===== src/rtl/store_merge_if.sv =====
// rtl/store_merge_if.sv - store request and memory bus bundle for store_merge
interface store_merge_if;
  logic        start;
  logic [1:0]  SM_CS;
  logic [31:0] addr;
  logic [31:0] data_in;
  logic        busy;
  logic        done;
  logic        err;
  logic [31:0] mem_addr;
  logic        mem_rd;
  logic [31:0] mem_rdata;
  logic        mem_wr;
  logic [31:0] mem_wdata;

  modport slave (
    input  start, SM_CS, addr, data_in, mem_rdata,
    output busy, done, err, mem_addr, mem_rd, mem_wr, mem_wdata
  );

  modport master (
    output start, SM_CS, addr, data_in, mem_rdata,
    input  busy, done, err, mem_addr, mem_rd, mem_wr, mem_wdata
  );
endinterface


===== src/rtl/store_merge.sv =====
// rtl/store_merge.sv - sub-word store via read-modify-write of the containing word
module store_merge (
  input  logic          clk,
  input  logic          rst,
  store_merge_if.slave  bus
);
  typedef enum logic [2:0] {IDLE, READ, CAPT, WRITE, FIN, ERR} state_t;

  state_t      state_q, state_d;
  logic [31:0] addr_q, addr_d;
  logic [31:0] data_q, data_d;
  logic [1:0]  cs_q, cs_d;
  logic [31:0] mem_wdata_q, mem_wdata_d;
  logic        busy_q, busy_d;
  logic        done_q, done_d;
  logic        err_q, err_d;
  logic        mem_rd_q, mem_rd_d;
  logic        mem_wr_q, mem_wr_d;
  logic        misaligned;
  logic        sub_word;

  always_comb begin
    state_d     = state_q;
    addr_d      = addr_q;
    data_d      = data_q;
    cs_d        = cs_q;
    mem_wdata_d = mem_wdata_q;
    sub_word    = (bus.SM_CS == 2'b01) || (bus.SM_CS == 2'b10);

    case (bus.SM_CS)
      2'b01:   misaligned = bus.addr[0];
      2'b10:   misaligned = 1'b0;
      default: misaligned = |bus.addr[1:0];
    endcase

    case (state_q)
      IDLE: begin
        if (bus.start) begin
          addr_d = bus.addr;
          data_d = bus.data_in;
          cs_d   = bus.SM_CS;
          if (misaligned) begin
            state_d = ERR;
          end else if (sub_word) begin
            state_d = READ;
          end else begin
            state_d     = WRITE;
            mem_wdata_d = bus.data_in;
          end
        end
      end
      READ: state_d = CAPT;
      CAPT: begin
        // Overlay the new lane(s) onto the word fetched during READ.
        mem_wdata_d = bus.mem_rdata;
        case (cs_q)
          2'b10:   mem_wdata_d[{addr_q[1:0], 3'b000} +: 8]  = data_q[7:0];
          2'b01:   mem_wdata_d[{addr_q[1], 4'b0000} +: 16]  = data_q[15:0];
          default: mem_wdata_d = data_q;
        endcase
        state_d = WRITE;
      end
      WRITE:   state_d = FIN;
      FIN:     state_d = IDLE;
      ERR:     state_d = IDLE;
      default: state_d = IDLE;
    endcase

    busy_d   = (state_d != IDLE);
    done_d   = (state_d == FIN) || (state_d == ERR);
    err_d    = (state_d == ERR);
    mem_rd_d = (state_d == READ);
    mem_wr_d = (state_d == WRITE);
  end

  always_ff @(posedge clk or posedge rst) begin
    if (rst) begin
      state_q     <= IDLE;
      addr_q      <= '0;
      data_q      <= '0;
      cs_q        <= '0;
      mem_wdata_q <= '0;
      busy_q      <= 1'b0;
      done_q      <= 1'b0;
      err_q       <= 1'b0;
      mem_rd_q    <= 1'b0;
      mem_wr_q    <= 1'b0;
    end else begin
      state_q     <= state_d;
      addr_q      <= addr_d;
      data_q      <= data_d;
      cs_q        <= cs_d;
      mem_wdata_q <= mem_wdata_d;
      busy_q      <= busy_d;
      done_q      <= done_d;
      err_q       <= err_d;
      mem_rd_q    <= mem_rd_d;
      mem_wr_q    <= mem_wr_d;
    end
  end

  assign bus.busy      = busy_q;
  assign bus.done      = done_q;
  assign bus.err       = err_q;
  assign bus.mem_rd    = mem_rd_q;
  assign bus.mem_wr    = mem_wr_q;
  assign bus.mem_wdata = mem_wdata_q;
  assign bus.mem_addr  = {addr_q[31:2], 2'b00};
endmodule


===== src/flat_wrapper.sv =====
// flat-port wrapper written by rule: the top's interface ports become plain ports
module store_merge_flat 
  (clk, rst, bus_start, bus_SM_CS, bus_addr, bus_data_in, bus_mem_rdata, bus_busy, bus_done, bus_err, bus_mem_addr, bus_mem_rd, bus_mem_wr, bus_mem_wdata);
  store_merge_if bus_i ();
  input  logic clk;
  input  logic rst;
  input wire logic [$bits(bus_i.start)-1:0] bus_start;
  input wire logic [$bits(bus_i.SM_CS)-1:0] bus_SM_CS;
  input wire logic [$bits(bus_i.addr)-1:0] bus_addr;
  input wire logic [$bits(bus_i.data_in)-1:0] bus_data_in;
  input wire logic [$bits(bus_i.mem_rdata)-1:0] bus_mem_rdata;
  output wire logic [$bits(bus_i.busy)-1:0] bus_busy;
  output wire logic [$bits(bus_i.done)-1:0] bus_done;
  output wire logic [$bits(bus_i.err)-1:0] bus_err;
  output wire logic [$bits(bus_i.mem_addr)-1:0] bus_mem_addr;
  output wire logic [$bits(bus_i.mem_rd)-1:0] bus_mem_rd;
  output wire logic [$bits(bus_i.mem_wr)-1:0] bus_mem_wr;
  output wire logic [$bits(bus_i.mem_wdata)-1:0] bus_mem_wdata;
  assign bus_i.start = bus_start;
  assign bus_i.SM_CS = bus_SM_CS;
  assign bus_i.addr = bus_addr;
  assign bus_i.data_in = bus_data_in;
  assign bus_i.mem_rdata = bus_mem_rdata;
  assign bus_busy = bus_i.busy;
  assign bus_done = bus_i.done;
  assign bus_err = bus_i.err;
  assign bus_mem_addr = bus_i.mem_addr;
  assign bus_mem_rd = bus_i.mem_rd;
  assign bus_mem_wr = bus_i.mem_wr;
  assign bus_mem_wdata = bus_i.mem_wdata;
  store_merge u_core (.clk(clk), .rst(rst), .bus(bus_i));
endmodule

===== config.mk =====
export PLATFORM = sky130hd
export DESIGN_NAME = store_merge_flat
export DESIGN_NICKNAME = d
export VERILOG_FILES = /design/src/rtl/store_merge_if.sv /design/src/rtl/store_merge.sv /design/src/flat_wrapper.sv
export SDC_FILE = /design/constraint.sdc
export NUM_CORES = 1
export LEC_CHECK = 0
export CAP_MARGIN = 10
export CELL_PAD_IN_SITES_DETAIL_PLACEMENT = 0
export CELL_PAD_IN_SITES_GLOBAL_PLACEMENT = 1
export CORE_MARGIN = 3
export CORE_UTILIZATION = 35
export CTS_CLUSTER_SIZE = 16
export DETAILED_ROUTE_END_ITERATION = 8
export PLACE_DENSITY = 0.8
export SYNTH_ARGS = -nofsm -noshare
export SYNTH_HDL_FRONTEND = slang
export SYNTH_SLANG_ARGS = --single-unit

===== constraint.sdc =====
create_clock -name clk -period 4.41 [get_ports clk]
set_input_delay 1.1025 -clock clk [delete_from_list [all_inputs] [get_ports clk]]
set_output_delay 1.1025 -clock clk [all_outputs]
set_load 0.05 [all_outputs]

==> results of run 1 <==
## synth_stat cells, drive strengths merged, types with 2 or more instances
library cell and instances:
nand2 211, dfrtp 106, buf 43, a21oi 32, clkbuf 31, o21ai 25
mux2i 24, a221o 17, mux2 16, o22ai 13, a21o 10, a221oi 8
a32oi 8, ha 8, nand4 8, inv 7, nor2 6, a211oi 4
nor2b 4, and2 3, nor3b 3, nor3 2, nor4bb 2, o21ba 2
## cell families (layout without fill, tap and decap cells)
family / Yosys count / count (layout) / synth area share [%]
adders and majority gates: 8 / 8 / 1.84
DFF: 106 / 106 / 48.7
and+or+nand+nor: 245 / 245 / 18.9
muxes: 40 / 40 / 7.72
AOI/OAI and AO/OA: 120 / 120 / 14.9
other: 1 / 2 / 0.0689
buffers and inverters: 81 / 200 / 7.95
## layer usage
metal	GRT usage, %	vias to the layer above	share of wire (%)
li1	-	2253	-
met5	0	-	0
met3	3.86	27	5.2
met2	32.3	145	50
met1	26.0	2291	42
met4	7.56	0	3.0
## sequential cells by signal (all words and copies together) (netlist names)
signal and cells:
u_core.bus.busy 1, u_core.bus.mem_wr 1, u_core.bus.done 1, u_core.bus.err 1, u_core.addr_q 32, u_core.cs_q 2, u_core.state_q 3, u_core.data_q 32
u_core.bus.mem_rd 1, u_core.bus.mem_wdata 32
## worst max-delay path, delay by kind of cell
kind / cells / cell delay [ns]
compound gates: 1 / 0.10
fa+ha+maj: 1 / 0.28
mux: 1 / 0.27
buf+inv: 2 / 0.52
simple gates: 2 / 1.06
## per-stage QoR
step                      setup slack, ns  util (%)
after floorplan                     0.519         -
after global placement              0.990      47.3
after detailed placement            0.910      47.3
after CTS                            1.28      49.5
after global routing                 1.12      49.5
final                                1.30      49.5
## final timing paths
check                                       start  depth (start not counted)                       end  slack [ns]
worst max-delay path                 bus_SM_CS[1]                          7  u_core.bus.mem_wdata[23]        1.30
worst min-delay path            u_core.data_q[29]                          2         u_core.data_q[29]        0.47
worst max register to register   u_core.addr_q[1]                          6   u_core.bus.mem_wdata[1]        1.47
worst min register to register  u_core.data_q[29]                          2         u_core.data_q[29]        0.47
max in group asynchronous                     rst                          3  u_core.bus.mem_wdata[26]        2.27
min in group asynchronous                     rst                          2         u_core.addr_q[15]        1.30
## power by group
part / switching, W / internal (W) / total (W) / leakage [nW]
registers: 0.000387 / 0.00145 / 0.00184 / 1.31
clock network: 0.000367 / 0.000509 / 0.000876 / 0.158
logic: 0.00231 / 0.00128 / 0.00359 / 1.95
total: 0.00306 / 0.00324 / 0.00630 / 3.42
## final cells by class
type | count | area, um2
Clock buffer | 10 | 239
Multi-Input combinational cell | 415 | 2370
Sequential cell | 106 | 2650
Tap cell | 184 | 230
Fill cell | 1382 | 7510
Inverter | 7 | 28.8
Clock inverter | 5 | 78.8
Timing Repair Buffer | 178 | 1750
==> summary.txt, run 1 <==
Yosys
  – Top FF cell, synth: dfrtp_1
  – Mapped Area: 0.00545 mm2
  – Library cells used by synthesis: 34
  – Share of the synthesized area in the top cell type: around half
  – Mapped Cells: around 600
  – Synth warn: 0
  – Register area share after synthesis: 48.7%
  – Synth Area per Inst: 9.06 um2
  – Ys async rst share: 100%
  – Cell taking the most area after synthesis: dfrtp_1
  – Synth area leaders: dfrtp_1, nand2_1, mux2i_1, buf_4, mux2_2
  – Post-synth EDFFs: 0
  – Synth Register Bits: 106

Placement
  – Placed Cells: between 800 and 900
  – Routability cong.: 0.810
  – Placed Area: 0.00704 mm2
  – Port bufs: around 170
  – Post-DP HPWL: roughly 12000 um

Timing
  – Final setup viols: 0
  – WHS: 0.470 ns
  – TNS Setup: 0 ns
  – Worst Tran Pin Value: 0.987 ns
  – Worst Skew: about 0.0085 ns
  – Fin crit share: 70.5%
  – Slew headroom: 34.2%
  – Max Freq: 0.322 GHz
  – Fin crit period: 3.11 ns
  – RSZ-0062 raised after global routing: false
  – Final hold viol count: 0
  – Pins Over Slew Limit: 0

Global routing
  – GRT Total Usage: 19.7%
  – First-pass GRT wire length: ~26000 um
  – Initial antenna violation count: 0
  – Global route total overflow: 0
  – Vias in the first global route: approximately 4700
  – Largest net degree at the start of global routing: 79

Critical path
  – Max incr delay on CP: 0.60 ns
  – Worst Path Arrival: about 3.3 ns
  – CP Capture Type: flip-flop
  – Highest-delay cell along the critical path: and2_1
  – Critical Path RT: between 4 and 5 ns
  – Worst Setup Start Kind: input port
  – Critical-path cell list: clkdlybuf4s50_1, inv_1, ha_1, nor3b_1, and2_1, mux2i_1, o22ai_1
  – Setup CP Type: in2reg
  – CP max FO: 11

Layout
  – Final Instance Area: 0.00735 mm2
  – Ant diodes: 0
  – Most frequent cells in the layout: nand2_1, clkdlybuf4s50_1, dfrtp_1
  – Net count, final: 826
  – Ratio of cells with drive above 1 in the final layout: 6.66%
  – Commonest non-fill, non-tap cell in the layout: nand2_1
  – Layout area overhead: 35.0%
  – Final std cells w/o fill: roughly 910

Clock network
  – PostCTS Resize Cnt: 0
  – CTS root buffer: clkbuf_16
  – Num Clock Sinks: 106
  – CTS Hold Bufs: 0
  – Num CTS Buffers: 9
  – Reg clk slew, reported paths: around 0.07 ns
  – Max clock buf depth: 2
  – Post-CTS Setup Bufs: 0
  – Worst skew pair latency: 0.36 ns
  – H-tree depth: 3
  – CTS tree: done

Routing
  – DRT Pass-1 Iters: 5
  – Total number of vias: between 4000 and 5000
  – Routed len/inst: 18.2 um
  – Detail Route Antenna Nets: 0
  – Vias/cell: 5.21
  – Final wirelength: 16500 um
  – DRC violations left: 0
  – Initial DRC count: 366

Floorplan
  – Die Wd: approximately 130 um
  – IO Count: 170
  – Die H: 131 um
  – Die area: 0.0171 mm2
  – Starting Density: 36.6%
  – Core area: 0.0149 mm2
  – FP Rows: 44

Worst hold path
  – Hold Path Class: reg2reg

Power
  – LEAKAGE: 3.42 nW
  – Pwr/cell area: roughly 860 mW/mm2
  – Power Total: 0.00630 W
  – Peak supply drop: roughly 0.45 mV

Run status
  – Outcome: completed

Run
  – Max Cap Viol: 0
Power figures use the tool's default switching activity.
==> run 2, diff against run 1 <==
--- a/config.mk
+++ b/config.mk
@@ -9,10 +9,10 @@
 export CELL_PAD_IN_SITES_DETAIL_PLACEMENT = 0
 export CELL_PAD_IN_SITES_GLOBAL_PLACEMENT = 1
 export CORE_MARGIN = 3
-export CORE_UTILIZATION = 35
+export CORE_UTILIZATION = 31
 export CTS_CLUSTER_SIZE = 16
 export DETAILED_ROUTE_END_ITERATION = 8
-export PLACE_DENSITY = 0.8
+export PLACE_DENSITY = 0.75
 export SYNTH_ARGS = -nofsm -noshare
 export SYNTH_HDL_FRONTEND = slang
 export SYNTH_SLANG_ARGS = --single-unit
==> constraint.sdc (replaced) <==
create_clock -name clk -period 2.8 [get_ports clk]
set_input_delay 0.7 -clock clk [delete_from_list [all_inputs] [get_ports clk]]
set_output_delay 0.7 -clock clk [all_outputs]
set_load 0.05 [all_outputs]
==> summary.txt, run 2 (same netlist as run 1, synthesis figures left out) <==
Layout
  – Ratio of cells with drive above 1 in the final layout: 7.55% (+0.90 points)
  – Ant diodes: 0 (unchanged)
  – Fillers: 1571 (+14%)
  – Commonest non-fill, non-tap cell in the layout: nand2_1
  – Net count, final: 832 (+0.73%)
  – Most frequent cells in the layout: nand2_1, clkdlybuf4s50_1, dfrtp_1
  – Final Instance Area: 0.00749 mm2 (+1.9%)
  – Layout area overhead: 37.6%

Critical path
  – CP Capture Type: flip-flop
  – Worst Setup Start Kind: input port
  – R2R Path Start: u_core.addr_q[0]
  – Critical Path RT: 3.03 ns (-1.61 ns)
  – Setup CP Type: in2reg
  – CP max FO: 3 (-8)
  – CP Launch Point: bus_SM_CS[1]
  – Worst Path Arrival: 2.64 ns (-0.70 ns)

Timing
  – Final hold viol count: 0 (unchanged)
  – Final setup viols: 0 (unchanged)
  – RSZ-0062 raised after global routing: false
  – Worst Skew: 0.00726 ns (-0.00121 ns)
  – Fin crit period: 2.41 ns
  – WHS: 0.475 ns (+0.00451 ns)
  – Worst Tran Pin Value: 0.596 ns (-0.391 ns)
  – Max Freq: 0.415 GHz
  – Pins Over Slew Limit: 0 (unchanged)
  – Fin crit share: a little under nine tenths
  – TNS Setup: 0 ns (unchanged)
  – Slew headroom: 60.1% (+26 points)
  – Setup WS post-layout: 0.392 ns (-0.908 ns)

Run status
  – Outcome: completed

Power
  – LEAKAGE: 3.46 nW (+1.3%)
  – Pwr/cell area: 1340 mW/mm2 (+57%)
  – Peak supply drop: 0.774 mV (+71%)
  – Power Total: 0.0101 W (+60%)

Global routing
  – First-pass GRT wire length: 26600 um (+2.4%)
  – Initial antenna violation count: 0 (unchanged)
  – Global route total overflow: 0 (unchanged)
  – Largest net degree at the start of global routing: 107 (+35%)
  – Vias in the first global route: 4660 (-0.83%)
  – GRT Total Usage: 17.5% (-2.3 points)

Floorplan
  – Die area: 0.0192 mm2 (+12%)
  – Core area: 0.0169 mm2 (+14%)
  – FP Rows: 47 (+6.8%)
  – Die Wd: 139 um (+6.0%)
  – Starting Density: 32.3% (-4.4 points)
  – Die H: 139 um (+6.0%)
  – IO Count: 170 (unchanged)

Routing
  – Total number of vias: 4720 (+0.085%)
  – WL met1: 7510 um (+8.1%)
  – Detail Route Antenna Nets: 0 (unchanged)
  – Vias/cell: 4.98 (-4.5%)
  – Final wirelength: 17000 um (+2.9%)
  – DRC violations left: 0 (unchanged)
  – Initial DRC count: 298 (-19%)
  – Top layer in use: met4
  – DRT Pass-1 Iters: 4 (-1)
  – Routed len/inst: 17.9 um (-1.8%)
  – WL met2: 8050 um (-1.7%)
  – Routed wl met3: 721 um (-16%)

Clock network
  – Num Clock Sinks: 106 (unchanged)
  – PostCTS Resize Cnt: 0 (unchanged)
  – Num CTS Buffers: 9 (unchanged)
  – CTS Hold Bufs: 0 (unchanged)
  – Worst skew pair latency: 0.35 ns (about the same)
  – CTS root buffer: clkbuf_16
  – CTS tree: done
  – H-tree depth: 3 (unchanged)
  – Post-CTS Setup Bufs: 0 (unchanged)
  – Max clock buf depth: 2 (unchanged)
  – Reg clk slew, reported paths: 0.07 ns (about the same)

Placement
  – Routability cong.: 0.811 (+0.22%)
  – Placed Area: 0.00715 mm2 (+1.7%)
  – Post-DP HPWL: 12400 um (+3.0%)
  – Port bufs: 167 (unchanged)
  – Dpl ws: 0.0537 ns (-0.856 ns)

Worst hold path
  – Hold Path Class: reg2reg
  – Hold Crit Start: u_core.data_q[30]

Run
  – Max Cap Viol: 0 (unchanged)
-- run 2: changes by cell type in the layout (fill, tap and decap cells not counted), sizes merged --
| cell | delta |
|---|---|
| buf | +6 |
| bufinv | +1 |
| clkbuf | -1 |
| clkinv | -1 |
| clkinvlp | +2 |
-- run 2: power breakdown --
part | internal [W] | leakage (nW) | switching (W)
combinational | 0.00205 | 1.99 | 0.00368
clock | 0.000875 | 0.166 | 0.000584
sequential | 0.00228 | 1.31 | 0.000583
-- run 2: routing by layer --
metal	track usage (%)	vias up
met5	0	-
met4	8.79	0
met3	2.31	34
met2	27.9	135
met1	23.3	2286
li1	-	2265
-- run 2: worst paths after layout --
| path | endpoint | slack, ns | cells past startpoint |
|---|---|---|---|
| setup reg to reg | u_core.bus.mem_wdata[6] | 0.51 | 6 |
| min in group asynchronous | u_core.addr_q[25] | 0.87 | 3 |
| setup / recovery | u_core.bus.mem_wdata[22] | 0.39 | 9 |
| max in group asynchronous | u_core.data_q[10] | 1.48 | 3 |
| hold reg to reg | u_core.data_q[30] | 0.47 | 2 |
| hold / removal | u_core.data_q[30] | 0.47 | 2 |
-- run 2: stage by stage --
step,utilization (%),cells
after floorplan,-,602
after global placement,42.4,932
after detailed placement,42.4,932
after CTS,44.4,948
after global routing,44.4,948
final,44.4,948
-- run 2: layout make-up --
cell class,count,area [um2],share of cell area [%]
Sequential cell,106,2650,35.4
Multi-Input combinational cell,415,2370,31.6
Timing Repair Buffer,184,1820,24.3
Tap cell,220,275,3.67
Clock buffer,9,225,3.01
Clock inverter,7,116,1.55
Inverter,7,30.0,0.401
-- run 2: critical path, stage by stage --
cell and delay, ns:
clkdlybuf4s50_1 0.48, inv_1 0.05, ha_1 0.28, nor3b_1 0.31, buf_4 0.19, and2_1 0.18, buf_4 0.16, mux2i_1 0.20
o22ai_1 0.10
==> run 3, diff against run 2 <==
--- a/config.mk
+++ b/config.mk
@@ -13,6 +13,7 @@
 export CTS_CLUSTER_SIZE = 16
 export DETAILED_ROUTE_END_ITERATION = 8
 export PLACE_DENSITY = 0.75
+export SLEW_MARGIN = 20
 export SYNTH_ARGS = -nofsm -noshare
 export SYNTH_HDL_FRONTEND = slang
 export SYNTH_SLANG_ARGS = --single-unit
==> results of run 3 <==
Same layout as run 2: the final DEF is identical, and so are final timing and power.
